## config.mk

```make
export PLATFORM = sky130hd
export DESIGN_NAME = sequence_source_avalon_st_flat
export DESIGN_NICKNAME = d
export VERILOG_FILES = /design/src/rtl/avalon_st_pkg.sv /design/src/rtl/sequence_source_avalon_st_if.sv /design/src/rtl/sequence_source_avalon_st.sv /design/src/flat_wrapper.sv
export SDC_FILE = /design/constraint.sdc
export NUM_CORES = 1
export LEC_CHECK = 0
export CAP_MARGIN = 25
export CORE_MARGIN = 5
export CORE_UTILIZATION = 40
export DETAILED_ROUTE_END_ITERATION = 12
export DONT_BUFFER_PORTS = 1
export PLACE_DENSITY = 0.64
export SKIP_CTS_REPAIR_TIMING = 1
export SYNTH_ARGS = -nofsm -noshare
export SYNTH_HDL_FRONTEND = slang
export SYNTH_SLANG_ARGS = --single-unit
export TNS_END_PERCENT = 50
```

## constraint.sdc

```tcl
create_clock -name clock -period 2.6 [get_ports clock]
set_input_delay 0.78 -clock clock [delete_from_list [all_inputs] [get_ports clock]]
set_output_delay 0.78 -clock clock [all_outputs]
set_load 0.1 [all_outputs]
```

## src/rtl/avalon_st_pkg.sv

```systemverilog
// rtl/avalon_st_pkg.sv - shared Avalon-ST framing types for the sequence source and merge stages
package avalon_st_pkg;

    typedef enum logic [3:0] {
        IDLE = 4'b0001,
        SOP  = 4'b0010,
        DATA = 4'b0100,
        EOP  = 4'b1000
    } state_t;

    typedef enum logic [1:0] {
        BEAT_SOP,
        BEAT_DATA,
        BEAT_EOP
    } beat_kind_t;

    function automatic beat_kind_t beat_kind(input logic sop, input logic eop);
        if (sop) return BEAT_SOP;
        if (eop) return BEAT_EOP;
        return BEAT_DATA;
    endfunction

endpackage

```

## src/rtl/sequence_source_avalon_st_if.sv

```systemverilog
// rtl/sequence_source_avalon_st_if.sv - command and Avalon-ST output bundle of the sequence source
interface sequence_source_avalon_st_if #(
    parameter int DATA_WIDTH  = 8,
    parameter int COUNT_WIDTH = 8
);
    logic                   cmd_valid;
    logic                   cmd_ready;
    logic [DATA_WIDTH-1:0]  cmd_start;
    logic [COUNT_WIDTH-1:0] cmd_count;
    logic                   out_ready;
    logic                   out_valid;
    logic                   out_startofpacket;
    logic                   out_endofpacket;
    logic [DATA_WIDTH-1:0]  out_data;
    logic                   busy;

    modport master (
        input  cmd_valid, cmd_start, cmd_count, out_ready,
        output cmd_ready, out_valid, out_startofpacket, out_endofpacket, out_data, busy
    );

    modport slave (
        output cmd_valid, cmd_start, cmd_count, out_ready,
        input  cmd_ready, out_valid, out_startofpacket, out_endofpacket, out_data, busy
    );
endinterface

```

## src/rtl/sequence_source_avalon_st.sv

```systemverilog
// rtl/sequence_source_avalon_st.sv - SOP/data/EOP packet generator; SEQUENCE_SOURCE_CHECKSUM_EN selects checksum trailer
module sequence_source_avalon_st
    import avalon_st_pkg::*;
#(
    parameter int DATA_WIDTH  = 8,
    parameter int COUNT_WIDTH = 8,
    parameter int STEP        = 1
) (
    input  logic                        clock,
    input  logic                        reset,
    sequence_source_avalon_st_if.master bus
);

    localparam logic [DATA_WIDTH-1:0] STEP_W = DATA_WIDTH'(STEP);

    state_t                 state_q, state_n;
    logic [DATA_WIDTH-1:0]  value_q, value_n;
    logic [COUNT_WIDTH-1:0] remaining_q, remaining_n;
    logic                   valid_q, valid_n;
    logic                   sop_q, sop_n;
    logic                   eop_q, eop_n;
    logic [DATA_WIDTH-1:0]  data_q, data_n;
    logic [DATA_WIDTH-1:0]  count_header;
    logic [DATA_WIDTH-1:0]  trailer_last;
    logic                   xfer;

`ifdef SEQUENCE_SOURCE_CHECKSUM_EN
    logic [DATA_WIDTH-1:0]  checksum_q, checksum_n;
    // Trailer as it will stand once the final data beat has been added in.
    assign trailer_last = checksum_q + value_q;
`else
    logic [DATA_WIDTH-1:0]  sent_q, sent_n;
    assign trailer_last = sent_q + 1'b1;
`endif

    generate
        if (COUNT_WIDTH >= DATA_WIDTH) begin : g_header_trunc
            assign count_header = bus.cmd_count[DATA_WIDTH-1:0];
        end else begin : g_header_zext
            assign count_header = {{(DATA_WIDTH-COUNT_WIDTH){1'b0}}, bus.cmd_count};
        end
    endgenerate

    assign xfer                  = valid_q && bus.out_ready;
    assign bus.cmd_ready         = (state_q == IDLE);
    assign bus.busy              = (state_q != IDLE);
    assign bus.out_valid         = valid_q;
    assign bus.out_startofpacket = sop_q;
    assign bus.out_endofpacket   = eop_q;
    assign bus.out_data          = data_q;

    always_comb begin
        state_n     = state_q;
        value_n     = value_q;
        remaining_n = remaining_q;
        valid_n     = valid_q;
        sop_n       = sop_q;
        eop_n       = eop_q;
        data_n      = data_q;
`ifdef SEQUENCE_SOURCE_CHECKSUM_EN
        checksum_n  = checksum_q;
`else
        sent_n      = sent_q;
`endif
        case (state_q)
            IDLE: begin
                if (bus.cmd_valid) begin
                    value_n     = bus.cmd_start;
                    remaining_n = bus.cmd_count;
`ifdef SEQUENCE_SOURCE_CHECKSUM_EN
                    checksum_n  = '0;
`else
                    sent_n      = '0;
`endif
                    state_n     = SOP;
                    valid_n     = 1'b1;
                    sop_n       = 1'b1;
                    eop_n       = 1'b0;
                    data_n      = count_header;
                end
            end
            SOP: begin
                if (xfer) begin
                    sop_n = 1'b0;
                    if (remaining_q == '0) begin
                        // Empty packet: trailer is zero in either build.
                        state_n = EOP;
                        eop_n   = 1'b1;
                        data_n  = '0;
                    end else begin
                        state_n = DATA;
                        data_n  = value_q;
                    end
                end
            end
            DATA: begin
                if (xfer) begin
                    value_n     = value_q + STEP_W;
                    remaining_n = remaining_q - 1'b1;
`ifdef SEQUENCE_SOURCE_CHECKSUM_EN
                    checksum_n  = checksum_q + value_q;
`else
                    sent_n      = sent_q + 1'b1;
`endif
                    if (remaining_q == COUNT_WIDTH'(1)) begin
                        state_n = EOP;
                        eop_n   = 1'b1;
                        data_n  = trailer_last;
                    end else begin
                        data_n  = value_q + STEP_W;
                    end
                end
            end
            EOP: begin
                if (xfer) begin
                    state_n = IDLE;
                    valid_n = 1'b0;
                    eop_n   = 1'b0;
                    data_n  = '0;
                end
            end
            default: begin
                state_n = IDLE;
                valid_n = 1'b0;
                sop_n   = 1'b0;
                eop_n   = 1'b0;
                data_n  = '0;
            end
        endcase
    end

    always_ff @(posedge clock or posedge reset) begin
        if (reset) begin
            state_q     <= IDLE;
            value_q     <= '0;
            remaining_q <= '0;
            valid_q     <= 1'b0;
            sop_q       <= 1'b0;
            eop_q       <= 1'b0;
            data_q      <= '0;
`ifdef SEQUENCE_SOURCE_CHECKSUM_EN
            checksum_q  <= '0;
`else
            sent_q      <= '0;
`endif
        end else begin
            state_q     <= state_n;
            value_q     <= value_n;
            remaining_q <= remaining_n;
            valid_q     <= valid_n;
            sop_q       <= sop_n;
            eop_q       <= eop_n;
            data_q      <= data_n;
`ifdef SEQUENCE_SOURCE_CHECKSUM_EN
            checksum_q  <= checksum_n;
`else
            sent_q      <= sent_n;
`endif
        end
    end

endmodule

```

## src/flat_wrapper.sv

```systemverilog
// flat-port wrapper written by rule: the top's interface ports become plain ports
module sequence_source_avalon_st_flat import avalon_st_pkg::*;
#(
    parameter int DATA_WIDTH  = 8,
    parameter int COUNT_WIDTH = 8,
    parameter int STEP        = 1
)
  (clock, reset, bus_cmd_valid, bus_cmd_start, bus_cmd_count, bus_out_ready, bus_cmd_ready, bus_out_valid, bus_out_startofpacket, bus_out_endofpacket, bus_out_data, bus_busy);
  sequence_source_avalon_st_if #(.DATA_WIDTH(DATA_WIDTH), .COUNT_WIDTH(COUNT_WIDTH)) bus_i ();
  input  logic clock;
  input  logic reset;
  input wire logic [$bits(bus_i.cmd_valid)-1:0] bus_cmd_valid;
  input wire logic [$bits(bus_i.cmd_start)-1:0] bus_cmd_start;
  input wire logic [$bits(bus_i.cmd_count)-1:0] bus_cmd_count;
  input wire logic [$bits(bus_i.out_ready)-1:0] bus_out_ready;
  output wire logic [$bits(bus_i.cmd_ready)-1:0] bus_cmd_ready;
  output wire logic [$bits(bus_i.out_valid)-1:0] bus_out_valid;
  output wire logic [$bits(bus_i.out_startofpacket)-1:0] bus_out_startofpacket;
  output wire logic [$bits(bus_i.out_endofpacket)-1:0] bus_out_endofpacket;
  output wire logic [$bits(bus_i.out_data)-1:0] bus_out_data;
  output wire logic [$bits(bus_i.busy)-1:0] bus_busy;
  assign bus_i.cmd_valid = bus_cmd_valid;
  assign bus_i.cmd_start = bus_cmd_start;
  assign bus_i.cmd_count = bus_cmd_count;
  assign bus_i.out_ready = bus_out_ready;
  assign bus_cmd_ready = bus_i.cmd_ready;
  assign bus_out_valid = bus_i.out_valid;
  assign bus_out_startofpacket = bus_i.out_startofpacket;
  assign bus_out_endofpacket = bus_i.out_endofpacket;
  assign bus_out_data = bus_i.out_data;
  assign bus_busy = bus_i.busy;
  sequence_source_avalon_st #(.DATA_WIDTH(DATA_WIDTH), .COUNT_WIDTH(COUNT_WIDTH), .STEP(STEP)) u_core (.clock(clock), .reset(reset), .bus(bus_i));
endmodule
```

==> metrics.csv, run 1 <==
metric,value,unit
Reg2Reg Setup Slack,500,ps
nets,307,
Cell Pwr Density,1372,nW/µm²
Initial Util,0.4105,
Syn. warnings,0,
Max Fclk,0.4301,GHz
static leakage,1.074,nW
"EDFF count, synth",0,
DRT Wirelength,6123,µm
vias,2053,
actual slew at the worst max-slew pin,911.7,ps
Final GP Congestion,0.8234,
synth unique cells,52,
Die H,87.72,µm
most frequent cells after synthesis,"dfrtp_1, nand2_1, o21ai_0",
first-pass GRT wire length,10330,µm
Peak supply drop,0.8148,mV
Vias/cell,5.719,
TritonCTS buffer count,5,
cells after synthesis,277,
"Cell Area, Synth",2416,µm²
max-slew violations,0,
clk_skew,4.309,ps
crit-path max FO,8,
CTS Root Cell,clkbuf_8,
ys flop type,dfrtp_1,
core area,5886,µm²
# port buffers,0,
antenna diode count,0,
CTS tree,done,
outcome,completed,
final setup violation count,0,
sum of buffers and inverters on the critical path,1,
Clock Latency Late Sink,300,ps
post-route ant nets,0,
Max Cap Viol,0,
"slowest stage delay, CP",500,ps
post-synth top area share,0.3936,
Chip Width,87.72,µm
worst-case clock buffer depth,2,
critical path cell sequence,nor4b_4 -> buf_4,
fin area,2616,µm²
area growth from synthesis to layout,8.286,%
Critical Path AT,1550,ps
critical path required time,1820,ps
final period utilization,0.8943,
layout cells sized above 1,0.1303,
Post-DP Area,2535,µm²
"slowest stage cell, crit path",dfrtp_1,
"FF+latch count, synth",39,
Startpoint Class,flip-flop,
Top-Level Pins,33,
asr flop ratio synth,1.000,
DR WL/cell,17.06,µm
Synth Net Count,301,
depth of the CTS H-tree,2,
Residual DRC,0,
final hold violations,0,
Yosys top cell by area,dfrtp_1,
Top delay family on crit path,flip-flops,
drt pass-1 iters,5,
Hold Crit Class,in2async,
detailed router's first-iteration violation count,213,
WS Path Type,reg2out,
post-route minimum period,2325,ps
grt ovf,0,
gr usage total,0.1734,
Area contributors post-synth,"dfrtp_1, o21ai_0, nand2_1, nor2_1, a21oi_1",
Pwr Total,3.589,mW
hold slack,489.6,ps
row count,28,
clk slew on worst S/H paths,80,ps
Worst setup EP type,output port,
Setup TNS Final,0,ps
die area,7695,µm²
total clock sinks,39,
hpwl dp,4403,µm
max_slew headroom,0.3922,
most frequent cell after synthesis,dfrtp_1,
vias in the first global route,1991,
largest net degree at the start of global routing,40,
sequential fraction of the synthesis area,0.4045,
RSZ-0062 raised after global routing,false,
antenna violations before repair,0,
Syn Area/Cell,8.722,µm²
[report_power, final]
part	switching, mW	internal (mW)	total (mW)	leakage [nW]
clock	0.223	0.189	0.411	0.0422
combinational	1.25	0.605	1.86	0.534
sequential	0.493	0.829	1.32	0.497
total	1.97	1.62	3.59	1.07
[per-layer routing]
metal  routed length [µm]  up-vias  track usage
met4                  126        0      0.06137
li1                     -     1018            -
met2                 2791       35       0.2651
met3                  345        8      0.04798
met5                    0        -            0
met1                 2859      992       0.2353
[cells by family (layout without fill, tap and decap cells)]
group,after synthesis,count (layout),synth area share
AND/OR/NAND/NOR,105,105,0.2268
AO/OA/AOI/OAI,90,90,0.2377
adder cells (fa/ha/maj),4,4,0.02072
XOR/XNOR,13,13,0.04713
multiplexers,4,4,0.01761
buffers and inverters,22,29,0.04557
flip-flops,39,39,0.4045
[worst paths after layout]
check / cells past startpoint / from / to
worst min-delay path: 2 / reset / u_core.bus.out_startofpacket
min in group clock: 1 / u_core.bus.out_endofpacket / u_core.bus.out_endofpacket
max in group asynchronous: 2 / reset / u_core.state_q[2]
worst max register to register: 5 / u_core.remaining_q[6] / u_core.bus.out_data[1]
worst max-delay path: 2 / u_core.state_q[3] / bus_cmd_ready
worst min register to register: 1 / u_core.bus.out_endofpacket / u_core.bus.out_endofpacket
[registers in the layout, summed over array words and instances, names as in the netlist]
name,flops
u_core.bus.out_endofpacket,1
u_core.value_q,8
u_core.bus.out_valid,1
u_core.sent_q,8
u_core.remaining_q,8
u_core.state_q,4
u_core.bus.out_data,8
u_core.bus.out_startofpacket,1
[stage by stage]
stage / worst slack, ps / util / instances
floorplan: 442.6 / - / 277
global placement: 547.3 / 0.4307 / 351
detailed placement: 508.4 / 0.4307 / 351
CTS: 258.4 / 0.4445 / 359
global route: 186.9 / 0.4445 / 359
finish: 274.7 / 0.4445 / 359
[placed cells by master, fill, tap and decap left out, drive strengths merged, types with 2 or more instances in the layout]
| master | n |
|---|---|
| a22oi | 8 |
| a21oi | 21 |
| nor3b | 2 |
| or4b | 2 |
| buf | 15 |
| and2 | 2 |
| mux2i | 2 |
| xnor2 | 9 |
| nor2 | 30 |
| nand4 | 2 |
| clkbuf | 7 |
| a211o | 3 |
| a21o | 2 |
| xor2 | 4 |
| o22ai | 5 |
| nand2 | 35 |
| nand3 | 14 |
| a22o | 2 |
| a31oi | 2 |
| nor4b | 2 |
| ha | 4 |
| a222oi | 3 |
| o21ai | 35 |
| and3 | 4 |
| nor4 | 3 |
| inv | 6 |
| nor3 | 6 |
| mux2 | 2 |
| dfrtp | 38 |
[area by class of cell]
cell class / instances / area (µm²)
Fill cell: 605 / 3269
Multi-Input combinational cell: 216 / 1329
Sequential cell: 39 / 977.2
Timing Repair Buffer: 15 / 112.6
Tap cell: 75 / 93.84
Clock buffer: 7 / 76.32
Inverter: 6 / 22.52
Clock inverter: 1 / 5.005
Power figures use the tool's default switching activity.
==> run 2, diff against run 1 <==
--- a/config.mk
+++ b/config.mk
@@ -13,2 +13,3 @@
 export PLACE_DENSITY = 0.64
+export RECOVER_POWER = 50
 export SKIP_CTS_REPAIR_TIMING = 1
--- a/constraint.sdc
+++ b/constraint.sdc
@@ -3,2 +3,2 @@
 set_output_delay 0.78 -clock clock [all_outputs]
-set_load 0.1 [all_outputs]
+set_load 0.01 [all_outputs]
==> run 2 against run 1 <==
First-iteration DRC count decreased by 38%. Worst setup slack improved by 10 ps. Critical path depth is the same. Global-route usage shrank 0.35 points. Routed wire length decreased by 2.4%. Maximum frequency grew 0.45%. Die area is the same. Clock-buffer cell count down 1. Clock power rose by 31%.
==> metrics.csv, run 2 (synthesis gave the netlist of run 1 again) <==
metric,value,unit,change
clk slew on worst S/H paths,80,ps,about the same
Top-Level Pins,33,,unchanged
CTS Root Cell,clkbuf_8,,
post-route ant nets,0,,unchanged
Final GP Congestion,0.8223,,-0.13%
final setup violation count,0,,unchanged
"commonest non-fill, non-tap cell in the layout",dfrtp_1,,
CTS tree,done,,
DRT Wirelength,5976,µm,-2.4%
core area,5886,µm²,unchanged
layout cells sized above 1,0.1087,,-0.02159
DR WL/cell,17.03,µm,-0.18%
M1 wire length,2835,µm,-0.84%
Critical Path AT,1530,ps,-20 ps
crit-path max FO,12,,+4
Setup TNS Final,0,ps,unchanged
# port buffers,0,,unchanged
WS Path Type,reg2out,,
Startpoint Class,flip-flop,,
die area,7695,µm²,unchanged
Initial Util,0.4105,,unchanged
antenna diode count,0,,unchanged
first-pass GRT wire length,10090,µm,-2.3%
Post-DP Area,2475,µm²,-2.4%
Clock Latency Late Sink,300,ps,about the same
clk_skew,6.623,ps,+2.313 ps
Reg2Reg Launch Point,u_core.remaining_q[6],,
Hold Crit Class,reg2reg,,
fin area,2590,µm²,-1.0%
gr usage total,0.1699,,-0.003519
max_slew headroom,0.3301,,-0.06209
combinational power share,0.419,,-0.098
met2 WL,2737,µm,-1.9%
TritonCTS buffer count,5,,unchanged
actual slew at the worst max-slew pin,1005,ps,+93.13 ps
hpwl dp,4426,µm,+0.54%
nets,299,,-2.6%
Hold Path Stages,1,,
Worst Setup SP,u_core.state_q[0],,
final hold violations,0,,unchanged
fin cells,351,,-2.2%
hold slack,520.0,ps,+30.40 ps
detailed router's first-iteration violation count,132,,-38%
critical path required time,1820,ps,about the same
Reg2Reg Depth,5,,unchanged
vias in the first global route,1948,,-2.2%
final period utilization,0.8903,,-0.004013
Residual DRC,0,,unchanged
most frequent cells in the layout,"dfrtp_1, nand2_1, o21ai_0",,
max-slew violations,0,,unchanged
vias,2026,,-1.3%
total clock sinks,39,,unchanged
RSZ-0062 raised after global routing,false,,
grt ovf,0,,unchanged
Reg2Reg Setup Slack,570,ps,+70 ps
sum of buffers and inverters on the critical path,1,,unchanged
Top delay family on crit path,flip-flops,,
worst-case clock buffer depth,2,,unchanged
Max Cap Viol,0,,unchanged
critical path cell sequence,nor4b_4 -> buf_4,,
outcome,completed,,
min-delay src,u_core.sent_q[7],,
DR top layer,met4,,
area growth from synthesis to layout,7.198,%,
Finished Core Util,0.4401,,-0.004464
Clk pwr share,0.182,,+0.067
"slowest stage delay, CP",680,ps,+180 ps
switching part of the total power,0.4350,,-0.1129
Max Fclk,0.4320,GHz,+0.45%
drt pass-1 iters,4,,-1
Pint,1.673,mW,+3.1%
post-route minimum period,2315,ps,-10.43 ps
Cell Pwr Density,1143,nW/µm²,-17%
fillers,599,,-0.99%
Die H,87.72,µm,unchanged
Net Sw Power,1.288,mW,-35%
static leakage,1.050,nW,-2.2%
Chip Width,87.72,µm,unchanged
routed wl met3,330,µm,-4.3%
depth of the CTS H-tree,2,,unchanged
antenna violations before repair,0,,unchanged
Worst Hold End,u_core.sent_q[7],,
"slowest stage cell, crit path",dfstp_1,,
worst reg2reg endpoint,u_core.bus.out_data[1],,
Vias/cell,5.772,,+0.93%
sequential power share,0.400,,+0.032
Inst Count DP,343,,-2.3%
Peak supply drop,0.5782,mV,-29%
largest net degree at the start of global routing,40,,unchanged
Worst setup EP type,output port,,
row count,28,,unchanged
run 2: cell count changes in the layout (fill, tap and decap cells not counted):
cell / previous run / this run
buf_4: 15 / 6
clkbuf_1: 2 / 0
bufinv_16: 0 / 1
clkbuf_2: 0 / 1
clkbuf_8: 5 / 6
dfstp_1: 0 / 1
dfstp_2: 1 / 0
run 2: layout make-up:
type / count / area [µm²] / area share
clock buffer: 6 / 82.58 / 0.03188
clock inverter: 2 / 35.03 / 0.01353
inverter: 6 / 22.52 / 0.008696
multi-input combinational: 216 / 1329 / 0.5130
sequential: 39 / 977.2 / 0.3773
tap: 75 / 93.84 / 0.03623
timing repair buffer: 7 / 50.05 / 0.01932
run 2: power by group through the flow:
| stage | clock network, mW | logic (mW) | registers (mW) |
|---|---|---|---|
| 6_report | 0.537 | 1.24 | 1.18 |
| 5_1_grt | 0.573 | 1.42 | 1.23 |
| 4_1_cts | 0.551 | 1.25 | 1.19 |
| 3_5_place_dp | 0 | 1.25 | 1.20 |
| 3_3_place_gp | 0 | 1.22 | 1.19 |
| 2_1_floorplan | 0 | 1.09 | 1.05 |
run 2: worst max path at each step:
| stage | endpoint | slack (ps) | cells after the start |
|---|---|---|---|
| after CTS | bus_cmd_ready | 370 | 2 |
| after global placement | u_core.bus.out_data[1] | 610 | 5 |
| final | bus_cmd_ready | 290 | 2 |
| after global routing | bus_cmd_ready | 210 | 2 |
| after detailed placement | u_core.bus.out_data[1] | 570 | 5 |
| after floorplan | u_core.bus.out_data[5] | 610 | 5 |
run 2: through the flow:
step	setup slack, ps	power (mW)
detailed placement	574.8	2.447
global placement	611.8	2.408
floorplan	606.9	2.144
global route	207.0	3.215
finish	285.2	2.961
CTS	368.0	2.985
run 2: routing by layer:
layer | global-route usage | up-vias
met5 | 0 | -
met2 | 0.2623 | 42
met3 | 0.04045 | 7
met4 | 0.06276 | 0
li1 | - | 1000
met1 | 0.2313 | 977
==> run 3, diff against run 2 <==
==> constraint.sdc (replaced) <==
create_clock -name clock -period 2.6 [get_ports clock]
set_input_delay 0.39 -clock clock [delete_from_list [all_inputs] [get_ports clock]]
set_output_delay 0.39 -clock clock [all_outputs]
set_load 0.01 [all_outputs]
==> run 3 against run 2 <==
Register-to-register slack got worse by 30 ps. Sequential power barely moved. First-iteration DRC count rose by 11%. Largest power group unchanged.
==> metrics.csv, run 3 (synthesis gave the netlist of run 1 again) <==
metric,value,unit,change
sequential power share,0.410,,+0.010
Pint,1.591,mW,-4.9%
detailed router's first-iteration violation count,146,,+11%
combinational power share,0.430,,+0.011
Critical Path AT,2290,ps,+760 ps
"slowest stage cell, crit path",or4b_4,,
outcome,completed,,
area growth from synthesis to layout,5.852,%,
Setup TNS Final,0,ps,unchanged
post-route minimum period,2056,ps,-259.1 ps
"slowest stage delay, CP",740,ps,+60 ps
# port buffers,0,,unchanged
Die H,87.72,µm,unchanged
"commonest non-fill, non-tap cell in the layout",dfrtp_1,,
Worst setup EP type,flip-flop,,
hold slack,164.3,ps,-355.7 ps
worst-case clock buffer depth,2,,unchanged
switching part of the total power,0.4465,,+0.01148
final hold violations,0,,unchanged
vias in the first global route,1936,,-0.62%
RSZ-0062 raised after global routing,false,,
hpwl dp,4456,µm,+0.66%
CTS tree,done,,
max-slew violations,0,,unchanged
max_slew headroom,0.2816,,-0.04853
WS Path Type,reg2reg,,
antenna violations before repair,0,,unchanged
Cell Pwr Density,1124,nW/µm²,-1.7%
clk_skew,3.331,ps,-3.291 ps
vias,2052,,+1.3%
grt ovf,0,,unchanged
DR WL/cell,17.64,µm,+3.6%
Setup WS post-layout,544.3,ps,+259.1 ps
die area,7695,µm²,unchanged
nets,297,,-0.67%
post-route ant nets,0,,unchanged
Chip Width,87.72,µm,unchanged
static leakage,1.033,nW,-1.7%
largest net degree at the start of global routing,40,,unchanged
final period utilization,0.7907,,-0.09965
DRT Wirelength,6155,µm,+3.0%
Final GP Congestion,0.8770,,+6.7%
critical path cell sequence,or4b_4 -> nor2_4 -> nand2_1 -> o22ai_1 -> a211o_1,,
Pwr Total,2.875,mW,-2.9%
Setup WS pre-CTS,540.9,ps,-33.83 ps
row count,28,,unchanged
Hold Crit Class,in2reg,,
CTS Root Cell,clkbuf_8,,
core area,5886,µm²,unchanged
Initial Util,0.4105,,unchanged
crit-path max FO,22,,+10
Startpoint Class,flip-flop,,
Max Fclk,0.4864,GHz,+13%
critical path required time,2840,ps,+1020 ps
actual slew at the worst max-slew pin,1078,ps,+72.80 ps
clk slew on worst S/H paths,80,ps,about the same
TritonCTS buffer count,5,,unchanged
gr usage total,0.1703,,+0.0003953
Net Sw Power,1.284,mW,-0.33%
total clock sinks,39,,unchanged
Clock Latency Late Sink,290,ps,about the same
Reg2Reg Setup Slack,540,ps,-30 ps
first-pass GRT wire length,10060,µm,-0.34%
Residual DRC,0,,unchanged
fillers,586,,-2.2%
Max Cap Viol,0,,unchanged
final setup violation count,0,,unchanged
Peak supply drop,0.5906,mV,+2.2%
antenna diode count,0,,unchanged
most frequent cells in the layout,"dfrtp_1, nand2_1, o21ai_0",,
drt pass-1 iters,6,,+2
depth of the CTS H-tree,2,,unchanged
Top-Level Pins,33,,unchanged
Vias/cell,5.880,,+1.9%
Clk pwr share,0.159,,-0.023
layout cells sized above 1,0.1022,,-0.006506
-- run 3: cell count changes in the layout (fill, tap and decap cells not counted) --
cell,change
bufinv_16,-1
dfstp_1,-1
buf_4,-2
dfstp_2,+1
clkbuf_1,+1
clkbuf_8,+1
clkinv_2,-1
-- run 3: metrics by stage --
step | area, µm² | util | instances
global placement | 2460 | 0.4179 | 341
detailed placement | 2460 | 0.4179 | 341
finish | 2557 | 0.4345 | 349
global route | 2557 | 0.4345 | 349
CTS | 2560 | 0.4349 | 349
floorplan | 2416 | - | 277
-- run 3: routing by layer --
metal	vias to the layer above	routed length (µm)	global-route usage
met5	-	0	0
li1	997	-	-
met4	0	79	0.05021
met1	986	2804	0.2274
met2	63	2863	0.2664
met3	6	407	0.05174
-- run 3: power by group through the flow --
stage | Sequential [mW] | Combinational [mW] | Clock [mW]
detailed placement | 1.19 | 1.24 | 0
global route | 1.22 | 1.40 | 0.501
finish | 1.18 | 1.24 | 0.458
global placement | 1.18 | 1.21 | 0
CTS | 1.18 | 1.24 | 0.474
floorplan | 1.05 | 1.09 | 0
-- run 3: worst max-delay path, delay by kind of cell, from the launching register on --
| family | cells | cell delay [ps] |
|---|---|---|
| simple gates | 3 | 1150 |
| flops | 1 | 500 |
| compound gates | 2 | 340 |
-- run 3: path summary, 6_finish.rpt --
path | start | endpoint | cells past startpoint
worst max-delay path | u_core.state_q[3] | u_core.bus.out_data[6] | 5
min in group asynchronous | reset | u_core.bus.out_valid | 2
max in group asynchronous | reset | u_core.sent_q[6] | 2
worst min register to register | u_core.sent_q[7] | u_core.sent_q[7] | 1
worst max register to register | u_core.state_q[3] | u_core.bus.out_data[6] | 5
worst min-delay path | bus_cmd_valid | u_core.state_q[0] | 1
-- run 3: area by class of cell --
class | count | area (µm²) | share of cell area
inverter | 6 | 22.52 | 0.008806
clock buffer | 8 | 100.1 | 0.03914
timing repair buffer | 5 | 35.03 | 0.01370
tap | 75 | 93.84 | 0.03669
multi-input combinational | 216 | 1329 | 0.5196
sequential | 39 | 977.2 | 0.3821
